==> config.mk <==
export PLATFORM = sky130hd
export DESIGN_NAME = audio_adc_i2s_rx
export DESIGN_NICKNAME = d
export VERILOG_FILES = /design/src/rtl/audio_adc_i2s_rx.sv
export SDC_FILE = /design/constraint.sdc
export NUM_CORES = 1
export LEC_CHECK = 0
export ABC_AREA = 1
export BUFFER_PORTS_ARGS = -buffer_cell sky130_fd_sc_hd__buf_2
export CAP_MARGIN = 20
export CELL_PAD_IN_SITES_DETAIL_PLACEMENT = 0
export CELL_PAD_IN_SITES_GLOBAL_PLACEMENT = 1
export CORE_MARGIN = 4
export CORE_UTILIZATION = 47
export CTS_CLUSTER_SIZE = 30
export DETAILED_ROUTE_END_ITERATION = 16
export GPL_TIMING_DRIVEN = 0
export MAX_ROUTING_LAYER = met4
export PLACE_DENSITY = 0.81
export SLEW_MARGIN = 20
export SYNTH_ARGS = -nofsm -noshare
export SYNTH_HDL_FRONTEND = slang
export SYNTH_SLANG_ARGS = --single-unit
export TNS_END_PERCENT = 30
==> constraint.sdc <==
create_clock -name i_clk -period 2.5 [get_ports i_clk]
set_clock_uncertainty 0.05 [all_clocks]
set_input_delay 0.125 -clock i_clk [delete_from_list [all_inputs] [get_ports i_clk]]
set_output_delay 0.125 -clock i_clk [all_outputs]
set_load 0.02 [all_outputs]
==> src/rtl/audio_adc_i2s_rx.sv <==
// rtl/audio_adc_i2s_rx.sv - WM8731 I2S ADC capture into left/right pairs with valid/ready output
// Define AUDIO_RX_FIFO_EN for a FIFO_DEPTH-entry pair FIFO; otherwise a single holding register is used.
module audio_adc_i2s_rx #(
  parameter int SAMPLE_W    = 16,
  parameter int SYNC_STAGES = 2,
  parameter int FIFO_DEPTH  = 4
) (
  input  logic                i_clk,
  input  logic                i_reset,
  input  logic                i_aud_bclk,
  input  logic                i_aud_adclrck,
  input  logic                i_aud_adcdat,
  output logic [SAMPLE_W-1:0] o_sample_left,
  output logic [SAMPLE_W-1:0] o_sample_right,
  output logic                o_sample_valid,
  input  logic                i_sample_ready,
  output logic                o_overflow,
  input  logic                i_clear_overflow
);

  if (SYNC_STAGES < 2 || FIFO_DEPTH < 2 || (FIFO_DEPTH & (FIFO_DEPTH - 1)) != 0) begin : g_bad_params
    $error("audio_adc_i2s_rx: SYNC_STAGES must be >= 2 and FIFO_DEPTH a power of 2 >= 2");
  end

  typedef enum logic [1:0] {ST_ALIGN, ST_LEFT, ST_RIGHT} state_t;

  state_t                r_state, w_state_nxt;
  logic [SYNC_STAGES-1:0] r_bclk_sync, r_lrck_sync, r_dat_sync;
  logic                  r_bclk_d, r_lrck_d;
  logic                  w_bclk, w_lrck, w_dat;
  logic                  w_bclk_rise, w_lrck_rise, w_lrck_fall;
  logic                  w_latch_left, w_latch_right, w_restart;
  logic                  r_skip;
  logic [SAMPLE_W-1:0]   r_bit_mask, r_shift, r_left, r_right;
  logic                  r_push;
  logic                  w_full, w_pop, w_wr;
  logic                  r_overflow;

  always_ff @(posedge i_clk) begin
    if (i_reset) begin
      r_bclk_sync <= '0;
      r_lrck_sync <= '0;
      r_dat_sync  <= '0;
      r_bclk_d    <= 1'b0;
      r_lrck_d    <= 1'b0;
    end else begin
      r_bclk_sync <= {r_bclk_sync[SYNC_STAGES-2:0], i_aud_bclk};
      r_lrck_sync <= {r_lrck_sync[SYNC_STAGES-2:0], i_aud_adclrck};
      r_dat_sync  <= {r_dat_sync[SYNC_STAGES-2:0], i_aud_adcdat};
      r_bclk_d    <= w_bclk;
      r_lrck_d    <= w_lrck;
    end
  end

  assign w_bclk      = r_bclk_sync[SYNC_STAGES-1];
  assign w_lrck      = r_lrck_sync[SYNC_STAGES-1];
  assign w_dat       = r_dat_sync[SYNC_STAGES-1];
  assign w_bclk_rise = w_bclk & ~r_bclk_d;
  assign w_lrck_rise = w_lrck & ~r_lrck_d;
  assign w_lrck_fall = ~w_lrck & r_lrck_d;

  always_ff @(posedge i_clk) begin
    if (i_reset) r_state <= ST_ALIGN;
    else         r_state <= w_state_nxt;
  end

  always_comb begin
    w_state_nxt   = r_state;
    w_latch_left  = 1'b0;
    w_latch_right = 1'b0;
    w_restart     = 1'b0;
    case (r_state)
      ST_ALIGN: begin
        if (w_lrck_fall) begin
          w_state_nxt = ST_LEFT;
          w_restart   = 1'b1;
        end
      end
      ST_LEFT: begin
        if (w_lrck_rise) begin
          w_state_nxt  = ST_RIGHT;
          w_latch_left = 1'b1;
          w_restart    = 1'b1;
        end else if (w_lrck_fall) begin
          w_restart = 1'b1;
        end
      end
      ST_RIGHT: begin
        if (w_lrck_fall) begin
          w_state_nxt   = ST_LEFT;
          w_latch_right = 1'b1;
          w_restart     = 1'b1;
        end else if (w_lrck_rise) begin
          w_restart = 1'b1;
        end
      end
      default: w_state_nxt = ST_ALIGN;
    endcase
  end

  // One-hot bit marker walks MSB->LSB; once it empties, extra BCLKs are ignored and short channels keep zero LSBs.
  always_ff @(posedge i_clk) begin
    if (i_reset) begin
      r_skip     <= 1'b0;
      r_bit_mask <= '0;
      r_shift    <= '0;
      r_left     <= '0;
      r_right    <= '0;
      r_push     <= 1'b0;
    end else begin
      r_push <= w_latch_right;
      if (w_latch_left)  r_left  <= r_shift;
      if (w_latch_right) r_right <= r_shift;
      if (w_restart) begin
        r_skip     <= 1'b1;
        r_bit_mask <= {1'b1, {(SAMPLE_W-1){1'b0}}};
        r_shift    <= '0;
      end else if (r_state != ST_ALIGN && w_bclk_rise) begin
        if (r_skip) begin
          r_skip <= 1'b0;
        end else begin
          r_shift    <= r_shift | (r_bit_mask & {SAMPLE_W{w_dat}});
          r_bit_mask <= r_bit_mask >> 1;
        end
      end
    end
  end

  assign w_pop = o_sample_valid & i_sample_ready;
  assign w_wr  = r_push & (~w_full | w_pop);

`ifdef AUDIO_RX_FIFO_EN
  localparam int AW = $clog2(FIFO_DEPTH);

  logic [SAMPLE_W-1:0] r_fifo_l [FIFO_DEPTH];
  logic [SAMPLE_W-1:0] r_fifo_r [FIFO_DEPTH];
  logic [AW-1:0]       r_wr_ptr, r_rd_ptr;
  logic [AW:0]         r_count;

  assign w_full         = (r_count == (AW+1)'(FIFO_DEPTH));
  assign o_sample_valid = (r_count != '0);
  assign o_sample_left  = r_fifo_l[r_rd_ptr];
  assign o_sample_right = r_fifo_r[r_rd_ptr];

  // When full, a push and pop share the head slot: the old head is read out before the edge overwrites it.
  always_ff @(posedge i_clk) begin
    if (i_reset) begin
      for (int i = 0; i < FIFO_DEPTH; i++) begin
        r_fifo_l[i] <= '0;
        r_fifo_r[i] <= '0;
      end
      r_wr_ptr <= '0;
      r_rd_ptr <= '0;
      r_count  <= '0;
    end else begin
      if (w_wr) begin
        r_fifo_l[r_wr_ptr] <= r_left;
        r_fifo_r[r_wr_ptr] <= r_right;
        r_wr_ptr           <= r_wr_ptr + 1'b1;
      end
      if (w_pop) r_rd_ptr <= r_rd_ptr + 1'b1;
      case ({w_wr, w_pop})
        2'b10:   r_count <= r_count + 1'b1;
        2'b01:   r_count <= r_count - 1'b1;
        default: r_count <= r_count;
      endcase
    end
  end
`else
  logic [SAMPLE_W-1:0] r_hold_l, r_hold_r;
  logic                r_hold_v;

  assign w_full         = r_hold_v;
  assign o_sample_valid = r_hold_v;
  assign o_sample_left  = r_hold_l;
  assign o_sample_right = r_hold_r;

  always_ff @(posedge i_clk) begin
    if (i_reset) begin
      r_hold_l <= '0;
      r_hold_r <= '0;
      r_hold_v <= 1'b0;
    end else if (w_wr) begin
      r_hold_l <= r_left;
      r_hold_r <= r_right;
      r_hold_v <= 1'b1;
    end else if (w_pop) begin
      r_hold_v <= 1'b0;
    end
  end
`endif

  always_ff @(posedge i_clk) begin
    if (i_reset)                          r_overflow <= 1'b0;
    else if (r_push & w_full & ~w_pop)    r_overflow <= 1'b1;
    else if (i_clear_overflow)            r_overflow <= 1'b0;
  end

  assign o_overflow = r_overflow;

endmodule

==> results of run 1 <==
==> registers in the layout, summed over array words and instances, names as in the netlist, 2 cells and up <==
name and cells:
o_sample_left 16, o_sample_right 16, r_bclk_sync 2, r_bit_mask 16, r_dat_sync 2, r_left 16
r_lrck_sync 2, r_right 16, r_shift 16, r_state 2
==> worst max-delay path: cells and delay by family (launching register included) <==
family	cells	cell delay (ns)
AOI/OAI and AO/OA	1	0.06
buffers and inverters	2	0.25
and+or+nand+nor	3	0.44
DFF	1	0.41
adders and majority gates	1	0.25
==> worst paths after layout <==
| kind | depth (start not counted) | slack, ns | to | startpoint |
|---|---|---|---|---|
| setup / recovery | 7 | 0.93 | r_shift[8] | r_state[1] |
| hold / removal | 2 | 0.36 | r_lrck_sync[1] | r_lrck_sync[0] |
| setup reg to reg | 7 | 0.93 | r_shift[8] | r_state[1] |
| hold reg to reg | 2 | 0.36 | r_lrck_sync[1] | r_lrck_sync[0] |
==> power by group <==
group          switching [mW]  internal (mW)
registers              0.0106           1.77
logic                   0.141         0.0859
clock network           0.634          0.378
total                   0.786           2.23
==> per-stage QoR <==
step	area [um2]	instances	setup slack (ns)	hold WS, ns
after floorplan	4225	516	1.118	0.1820
after CTS	4806	685	0.9181	0.3622
after detailed placement	4556	663	0.9529	0.2813
final	4806	685	0.9318	0.3568
after global routing	4806	685	0.8075	0.3828
after global placement	4556	663	0.9828	0.2741
==> cells in the mapped netlist, types with 2 or more instances <==
cell type,n
o21ai_1,28
nand2_1,70
buf_2,12
buf_6,13
ha_1,6
buf_4,8
clkbuf_1,3
nand2_2,8
o21ai_0,38
inv_2,3
nor2_1,77
a21oi_1,66
dfxtp_1,110
nand4_1,30
clkbuf_4,2
inv_1,34
nand3_1,2
==> timing repair <==
action / in CTS / in global routing
hold buffers: 7 / 0
endpoints found under the setup margin: 0 / 0
setup buffers: 0 / 0
endpoints found under the hold margin: 8 / 0
==> logic make-up (layout without fill, tap and decap cells) <==
group	Yosys count	after routing	synth area share, %
simple gates	189	189	19.60
compound gates	134	134	16.05
flops	110	110	52.12
buf+inv	77	138	10.45
fa+ha+maj	6	6	1.777
==> area by class of cell <==
cell class,count,area [um2]
Fill cell,851,3915
Clock inverter,6,56.30
Clock buffer,9,123.9
Buffer,39,297.8
Tap cell,108,135.1
Sequential cell,110,2202
Timing Repair Buffer,46,265.3
Multi-Input combinational cell,329,1582
Inverter,38,143.9
==> per-layer routing <==
layer / track usage [%] / up-vias / share of wire, %
met4: 6.972 / 0 / 1.8
met1: 24.78 / 1572 / 48
met2: 30.83 / 60 / 46
li1: - / 1805 / -
met3: 2.436 / 15 / 3.8
met5: - / - / 0
==> impl_results.md, run 1 <==
- Hpwl dp: 6859 um
- Via count: 3452
- Initial Utilization: 48.45%
- CTS sink cnt: 110
- Critical path endpoint category: register
- Commonest non-fill, non-tap cell in the layout: dfxtp_1
- Worst skew pair latency: 0.37 ns
- Vias in the first global route: 3215
- Final net count: 586
- DRT iter0 DRCs: 121
- Layout cells sized above 1: 18.37%
- Flops & latches, synth: 110
- CP Cell Sequence: inv_1 -> ha_1 -> nor2_4 -> nand3_4 -> buf_6 -> nand2_1 -> a21oi_1
- WP data arrival: 1.79 ns
- Top post-synthesis cells by area: dfxtp_1, a21oi_1, nor2_1
- Antenna violations before repair: 0
- Fin crit period: 1.568 ns
- Post-synth EDFFs: 0
- Die X: 102.8 um
- PostCTS Resize Cnt: 0
- HP Class: register to register
- Maximum vdd ir drop: 0.3437 mV
- Asr flop ratio synth: 0%
- Pwr Total: 3.020 mW
- Prevailing post-synth register cell: dfxtp_1
- Crit-path max FO: 10
- Syn nets: 529
- Total GRT Usage: 19.14%
- Synthesized area per cell: 8.189 um2
- Count of final setup violators: 0
- WL final: 9320 um
- Area of the core: 8721 um2
- CTS clk-pin slew, worst paths: 0.11 ns
- Site row count: 34
- Final hold vios: 0
- Pin count of the biggest net entering global routing: 20
- Die H: 102.8 um
- H-tree Lvls: 3
- Sequential area share after synthesis: 52.12%
- Slew @ Worst Pin: 0.4749 ns
- Max incr delay on CP: 0.41 ns
- GP Congestion: 0.8210
- Final core occ: 55.11%
- Vias per cell: 5.039
- P_leak: 1.978 nW
- Period utilization: 62.73%
- First-pass GRT wire length: 15500 um
- CTS tree: yes
- Status: complete, no violations
- CTS Buf Count: 9
- WP data required: 2.72 ns
- Detail Route Antenna Nets: 0
- Fin. max-slew vios: 0
- Commonest non-fill, non-tap cells in the layout: dfxtp_1, nor2_1, nand2_1
- First-pass detailed-route iteration total: 4
- PwrDens: 628.5 nW/um2
- Root buffer selected by CTS: clkbuf_8
- RSZ-0062 raised after global routing: no
- Worst path slowest cell: dfxtp_1
- Ant diodes: 0
- Layout area overhead: 13.74%
- Drc violations: 0
- Critical Path Start Type: register
- Area share of the largest cell type after synthesis: 52.12%
- Crit Path Category: register to register
- Max Cap Viol: 0
- WL per Instance: 13.61 um
- # port buffers: 39
- Slew Limit Headroom: 68.34%
- Die ar.: 10570 um2
- Achievable clock frequency: 0.6377 GHz
- Ys Warns: 0
- Num ports: 41
- Post-route setup TNS: 0 ns
- Leading area contributor after synthesis: dfxtp_1
- Distinct cells, synth: 23
- CTS max path bufs: 2
- Syn Std Cell Area: 4225 um2
- Remaining Overflow, GRT: 0
- Mapped Cells: 516
Note: power is estimated with default switching activity, not from simulation.
==> inputs of run 2 (changes only) <==
- CORE_UTILIZATION: 47 -> 43
- PLACE_DENSITY: 0.81 -> 0.74
- clock period: 2.5 -> 1.5 ns (I/O delays scaled with it)
==> impl_results.md, run 2 (synthesized netlist as in run 1, its figures left out) <==
- Status: complete, no violations
- Critical path endpoint category: register
- WL per Instance: 13.84 um
- CP delay by family, top: simple AND/OR/NAND/NOR gates
- CTS clk-pin slew, worst paths: 0.11 ns
- Crit Reg-Reg Startpoint: r_state[1]
- Final hold slack: 0.07215 ns
- RSZ-0062 raised after global routing: yes
- # port buffers: 39
- Total GRT Usage: 18.04%
- Crit-path max FO: 7
- Final instance area: 4990 um2
- Maximum vdd ir drop: 0.4515 mV
- Layout area overhead: 18.09%
- Pin count of the biggest net entering global routing: 19
- Die X: 107.1 um
- WL final: 9880 um
- Root buffer selected by CTS: clkbuf_8
- CTS tree: yes
- GP Congestion: 0.8071
- CP Cell Sequence: inv_4 -> ha_4 -> nor2_4 -> nand3_4 -> buf_2 -> nand2_1 -> a21oi_1
- Worst path slowest cell: dfxtp_4
- Fin. max-slew vios: 0
- Antenna violations before repair: 0
- Achievable clock frequency: 0.6721 GHz
- Pwr Total: 5.373 mW
- Commonest non-fill, non-tap cell in the layout: dfxtp_1
- HP Class: primary input to register
- Initial Utilization: 44.88%
- CTS max path bufs: 2
- Ant diodes: 0
- P_leak: 2.057 nW
- Detail Route Antenna Nets: 0
- Hold Path End: r_shift[1]
- Hold Path Origin: i_reset
- Site row count: 35
- Drc violations: 0
- Die H: 107.1 um
- PwrDens: 1077 nW/um2
- Via count: 3511
- Register-to-Register Path Depth: 7
- Die ar.: 11480 um2
- Vias in the first global route: 3220
- Hold Path Stages: 4
- Fin crit period: 1.488 ns
- H-tree Lvls: 3
- Internal reg-to-reg setup slack: 0.01 ns
- Reg2reg end: r_bit_mask[11]
- CTS Buf Count: 9
- Layout cells sized above 1: 21.20%
- Critical Path Start Type: register
- First-pass GRT wire length: 16050 um
- Final net count: 593
- Count of final setup violators: 0
- Worst skew pair latency: 0.37 ns
- Final hold vios: 0
- Final core occ: 53.00%
- DP Area: 4582 um2
- WP buf/inv: 2
- Max incr delay on CP: 0.39 ns
- Remaining Overflow, GRT: 0
- Commonest non-fill, non-tap cells in the layout: dfxtp_1, nor2_1, nand2_1
- Slew Limit Headroom: 69.12%
- Max Cap Viol: 0
- Hpwl dp: 7005 um
- Vias per cell: 4.917
- DRT iter0 DRCs: 122
- Period utilization: 99.19%
- WP data required: 1.71 ns
- WP data arrival: 1.69 ns
- Num ports: 41
- First-pass detailed-route iteration total: 4
- CTS sink cnt: 110
- Crit Path Category: register to register
- Slew @ Worst Pin: 0.4632 ns
- Area of the core: 9415 um2
==> run 2: cell types whose count changed in the layout (fill, tap and decap cells not counted), sizes merged <==
cell / previous run / this run
inv: 40 / 39
bufinv: 0 / 2
clkinvlp: 1 / 0
clkbuf: 15 / 19
buf: 72 / 76
==> run 2: where the power goes <==
group	internal [mW]	switching, mW	total, mW
Sequential	2.95	0.0171	2.97
Clock	0.955	1.02	1.97
Combinational	0.177	0.257	0.434
Total	4.08	1.29	5.37
==> run 2: how the worst max path moves through the flow <==
| stage | from | to | cells past startpoint |
|---|---|---|---|
| global route | r_state[1] | r_shift[4] | 7 |
| detailed placement | r_state[0] | r_right[13] | 6 |
| finish | r_state[1] | r_bit_mask[11] | 7 |
| floorplan | r_state[0] | r_shift[15] | 7 |
| CTS | r_state[1] | r_shift[8] | 8 |
| global placement | r_state[1] | r_bit_mask[5] | 7 |
==> run 2: cell type report <==
cell class / count / area, um2
Clock buffer: 10 / 127.6
Timing Repair Buffer: 53 / 332.8
Tap cell: 129 / 161.4
Fill cell: 948 / 4425
Clock inverter: 6 / 91.34
Inverter: 38 / 146.4
Buffer: 39 / 312.8
Sequential cell: 110 / 2208
Multi-Input combinational cell: 329 / 1609
==> run 2: repair_timing <==
item / 4_1_cts / 5_1_grt
cloned: 1 / 2
gates resized for setup: 8 / 14
setup endpoints to repair: 52 / 42
setup buffers: 1 / 3
pin swaps: 2 / 0
hold buffers: 7 / 0
hold endpoints to repair: 8 / 0
==> run 2: metrics by stage <==
| step | setup TNS, ns | setup WS, ns | instances |
|---|---|---|---|
| 2_1_floorplan | 0 | 0.1184 | 516 |
| 3_3_place_gp | -1.341 | -0.04170 | 684 |
| 3_5_place_dp | -2.341 | -0.07944 | 684 |
| 4_1_cts | -0.006244 | -0.006244 | 709 |
| 5_1_grt | -0.4180 | -0.03858 | 714 |
| 6_report | 0 | 0.01212 | 714 |
==> run 2: metal layers <==
layer | wire, um | GRT usage, % | up-vias | share of wire [%]
met5 | 0 | - | - | 0
met4 | 91 | 5.114 | 0 | 0.92
met3 | 341 | 3.371 | 9 | 3.5
met2 | 4508 | 28.02 | 57 | 46
met1 | 4939 | 24.11 | 1621 | 50
li1 | - | - | 1824 | -
==> run 2: worst min-delay path, stage by stage <==
cell	delay (ns)
buf_4	0.11
clkinv_2	0.08
nand2_4	0.12
a21oi_1	0.05
==> inputs of run 3 (changes only) <==
- ABC_AREA: 1 -> 0
- CORE_UTILIZATION: 43 -> 44
- PLACE_DENSITY: 0.74 -> 0.75
==> impl_results.md, run 3 <==
- RSZ-0062 raised after global routing: yes
- Setup WS pre-CTS: -0.2209 ns
- FF+latch area: 2206 um2
- Final hold slack: 0.05497 ns
- # port buffers: 40
- Max Cap Viol: 0
- Wire length on met3: 326 um
- Slew Limit Headroom: 59.21%
- Pin count of the biggest net entering global routing: 17
- PwrDens: 1079 nW/um2
- CTS clk-pin slew, worst paths: 0.10 ns
- GP Congestion: 0.8082
- WL final: 9357 um
- Root buffer selected by CTS: clkbuf_8
- Via count: 3295
- Failing checks: setup timing
- Remaining Overflow, GRT: 0
- Final core occ: 55.18%
- Achievable clock frequency: 0.6259 GHz
- Synthesized area per cell: 8.957 um2
- Final worst slack: -0.09773 ns
- Max incr delay on CP: 0.36 ns
- Critical Path Start Type: register
- Detail Route Antenna Nets: 0
- Syn Std Cell Area: 4058 um2
- Drc violations: 0
- Uppermost layer routed: met4
- Leading area contributor after synthesis: dfxtp_1
- Worst skew pair latency: 0.36 ns
- CTS max path bufs: 2
- Syn nets: 466
- CTS tree: yes
- Prevailing post-synth register cell: dfxtp_1
- First-pass GRT wire length: 15260 um
- DRT iter0 DRCs: 116
- Critical path endpoint category: register
- Ant diodes: 0
- Layout cells sized above 1: 21.65%
- Worst path slowest cell: dfxtp_2
- Die X: 104.0 um
- Status: finished with violations
- Internal reg-to-reg setup slack: -0.1 ns
- Wl on met1: 4467 um
- Final hold vios: 0
- Hpwl dp: 6774 um
- Fin crit period: 1.598 ns
- Total GRT Usage: 17.97%
- Count of final setup violators: 18
- Num ports: 41
- Ys Warns: 0
- WP data arrival: 1.78 ns
- Commonest non-fill, non-tap cells in the layout: dfxtp_1, a21oi_1, nand2_1
- Asr flop ratio synth: 0%
- Mapped Cells: 453
- Flops & latches, synth: 110
- Site row count: 34
- Fin. max-slew vios: 0
- CTS sink cnt: 110
- Maximum vdd ir drop: 0.5472 mV
- Crit-path max FO: 5
- Area share of the largest cell type after synthesis: 54.27%
- Commonest non-fill, non-tap cell in the layout: dfxtp_1
- Area of the core: 8848 um2
- P_leak: 1.759 nW
- CTS Buf Count: 9
- Synth top cells by count: dfxtp_1, a21oi_1, nand2_1
- First-pass detailed-route iteration total: 4
- Vias per cell: 5.230
- Distinct cells, synth: 24
- Antenna violations before repair: 0
- Sequential area share after synthesis: 54.27%
- WP buf/inv: 3
- Layout fillers: 871
- Die ar.: 10820 um2
- WL per Instance: 14.85 um
- Die H: 104.0 um
- Layout area overhead: 20.32%
- Top post-synthesis cells by area: dfxtp_1, a21oi_1, nand2_1
- CP Cell Sequence: inv_2 -> ha_4 -> nor4b_4 -> buf_4 -> buf_6 -> mux2i_2 -> nor3_2
- Met2 WL: 4469 um
- Crit Path Category: register to register
- Area of the multi-input gates: 1742 um2
- Period utilization: 106.5%
- H-tree Lvls: 3
- Most numerous cell in the Yosys netlist: dfxtp_1
- Post-synth EDFFs: 0
- WP data required: 1.69 ns
- Final net count: 531
- Slew @ Worst Pin: 0.6119 ns
- CP delay by family, top: flip-flops
- Initial Utilization: 45.86%
- HP Class: primary input to register
- Vias in the first global route: 3058
==> run 3: changes by cell type after synthesis, sizes merged, moves of 24 or more <==
cell / previous run / this run
nor2: 78 / 5
inv: 37 / 7
buf: 33 / 9
nand4: 30 / 0
nand3: 3 / 32
clkbuf: 6 / 31
o21ai: 67 / 34
nor3: 0 / 31
==> run 3: metal layers <==
| layer | vias up | global-route usage (%) |
|---|---|---|
| met5 | - | - |
| met2 | 51 | 28.32 |
| li1 | 1688 | - |
| met4 | 0 | 3.989 |
| met3 | 6 | 4.345 |
| met1 | 1550 | 23.56 |
==> run 3: cell families after synthesis <==
logic type | share of synthesized area (%)
mux | 3.947
buf+inv | 4.996
flops | 54.27
compound gates | 16.03
fa+ha+maj | 1.850
simple gates | 18.90
==> run 3: what timing repair did <==
action / 4_1_cts / 5_1_grt
hold endpoints to repair: 5 / 0
endpoints found under the setup margin: 53 / 89
setup buffers: 7 / 3
pin swaps: 3 / 6
gates cloned: 1 / 3
hold buffers: 5 / 0
gates resized for setup: 16 / 39
==> run 3: where the power goes <==
part | switching (mW) | total [mW] | internal, mW | leakage, nW
registers | 0.0241 | 2.98 | 2.95 | 0.889
clock network | 0.924 | 1.74 | 0.815 | 0.0968
logic | 0.299 | 0.555 | 0.256 | 0.774
==> run 3: final timing paths <==
| kind | start | to | depth (start not counted) |
|---|---|---|---|
| hold reg to reg | r_dat_sync[0] | r_dat_sync[1] | 1 |
| hold / removal | i_sample_ready | o_sample_right[0] | 4 |
| setup reg to reg | r_state[0] | r_bit_mask[4] | 7 |
| setup / recovery | r_state[0] | r_bit_mask[4] | 7 |
==> run 3: final cells by class <==
type / instances / area share (%)
clock inverter: 3 / 0.8970
inverter: 7 / 0.5382
clock buffer: 12 / 2.973
sequential: 110 / 45.18
multi-input combinational: 296 / 35.67
buffer: 36 / 4.203
tap: 108 / 2.768
timing repair buffer: 58 / 7.765
==> run 3: stage by stage <==
step,TNS [ns],cells,instance area [um2],total power [mW]
after floorplan,-0.3531,453,4073,3.337
after global placement,-6.340,601,4408,3.416
after detailed placement,-6.842,601,4408,3.421
after CTS,-2.143,625,4740,5.245
after global routing,-4.394,630,4882,5.496
final,-0.9582,630,4882,5.270
==> run 3: worst reg2reg max path, cell delays in order, from the launching register on <==
cell	delay, ns
dfxtp_2	0.36
inv_2	0.06
ha_4	0.16
nor4b_4	0.24
buf_4	0.18
buf_6	0.13
mux2i_2	0.24
nor3_2	0.05
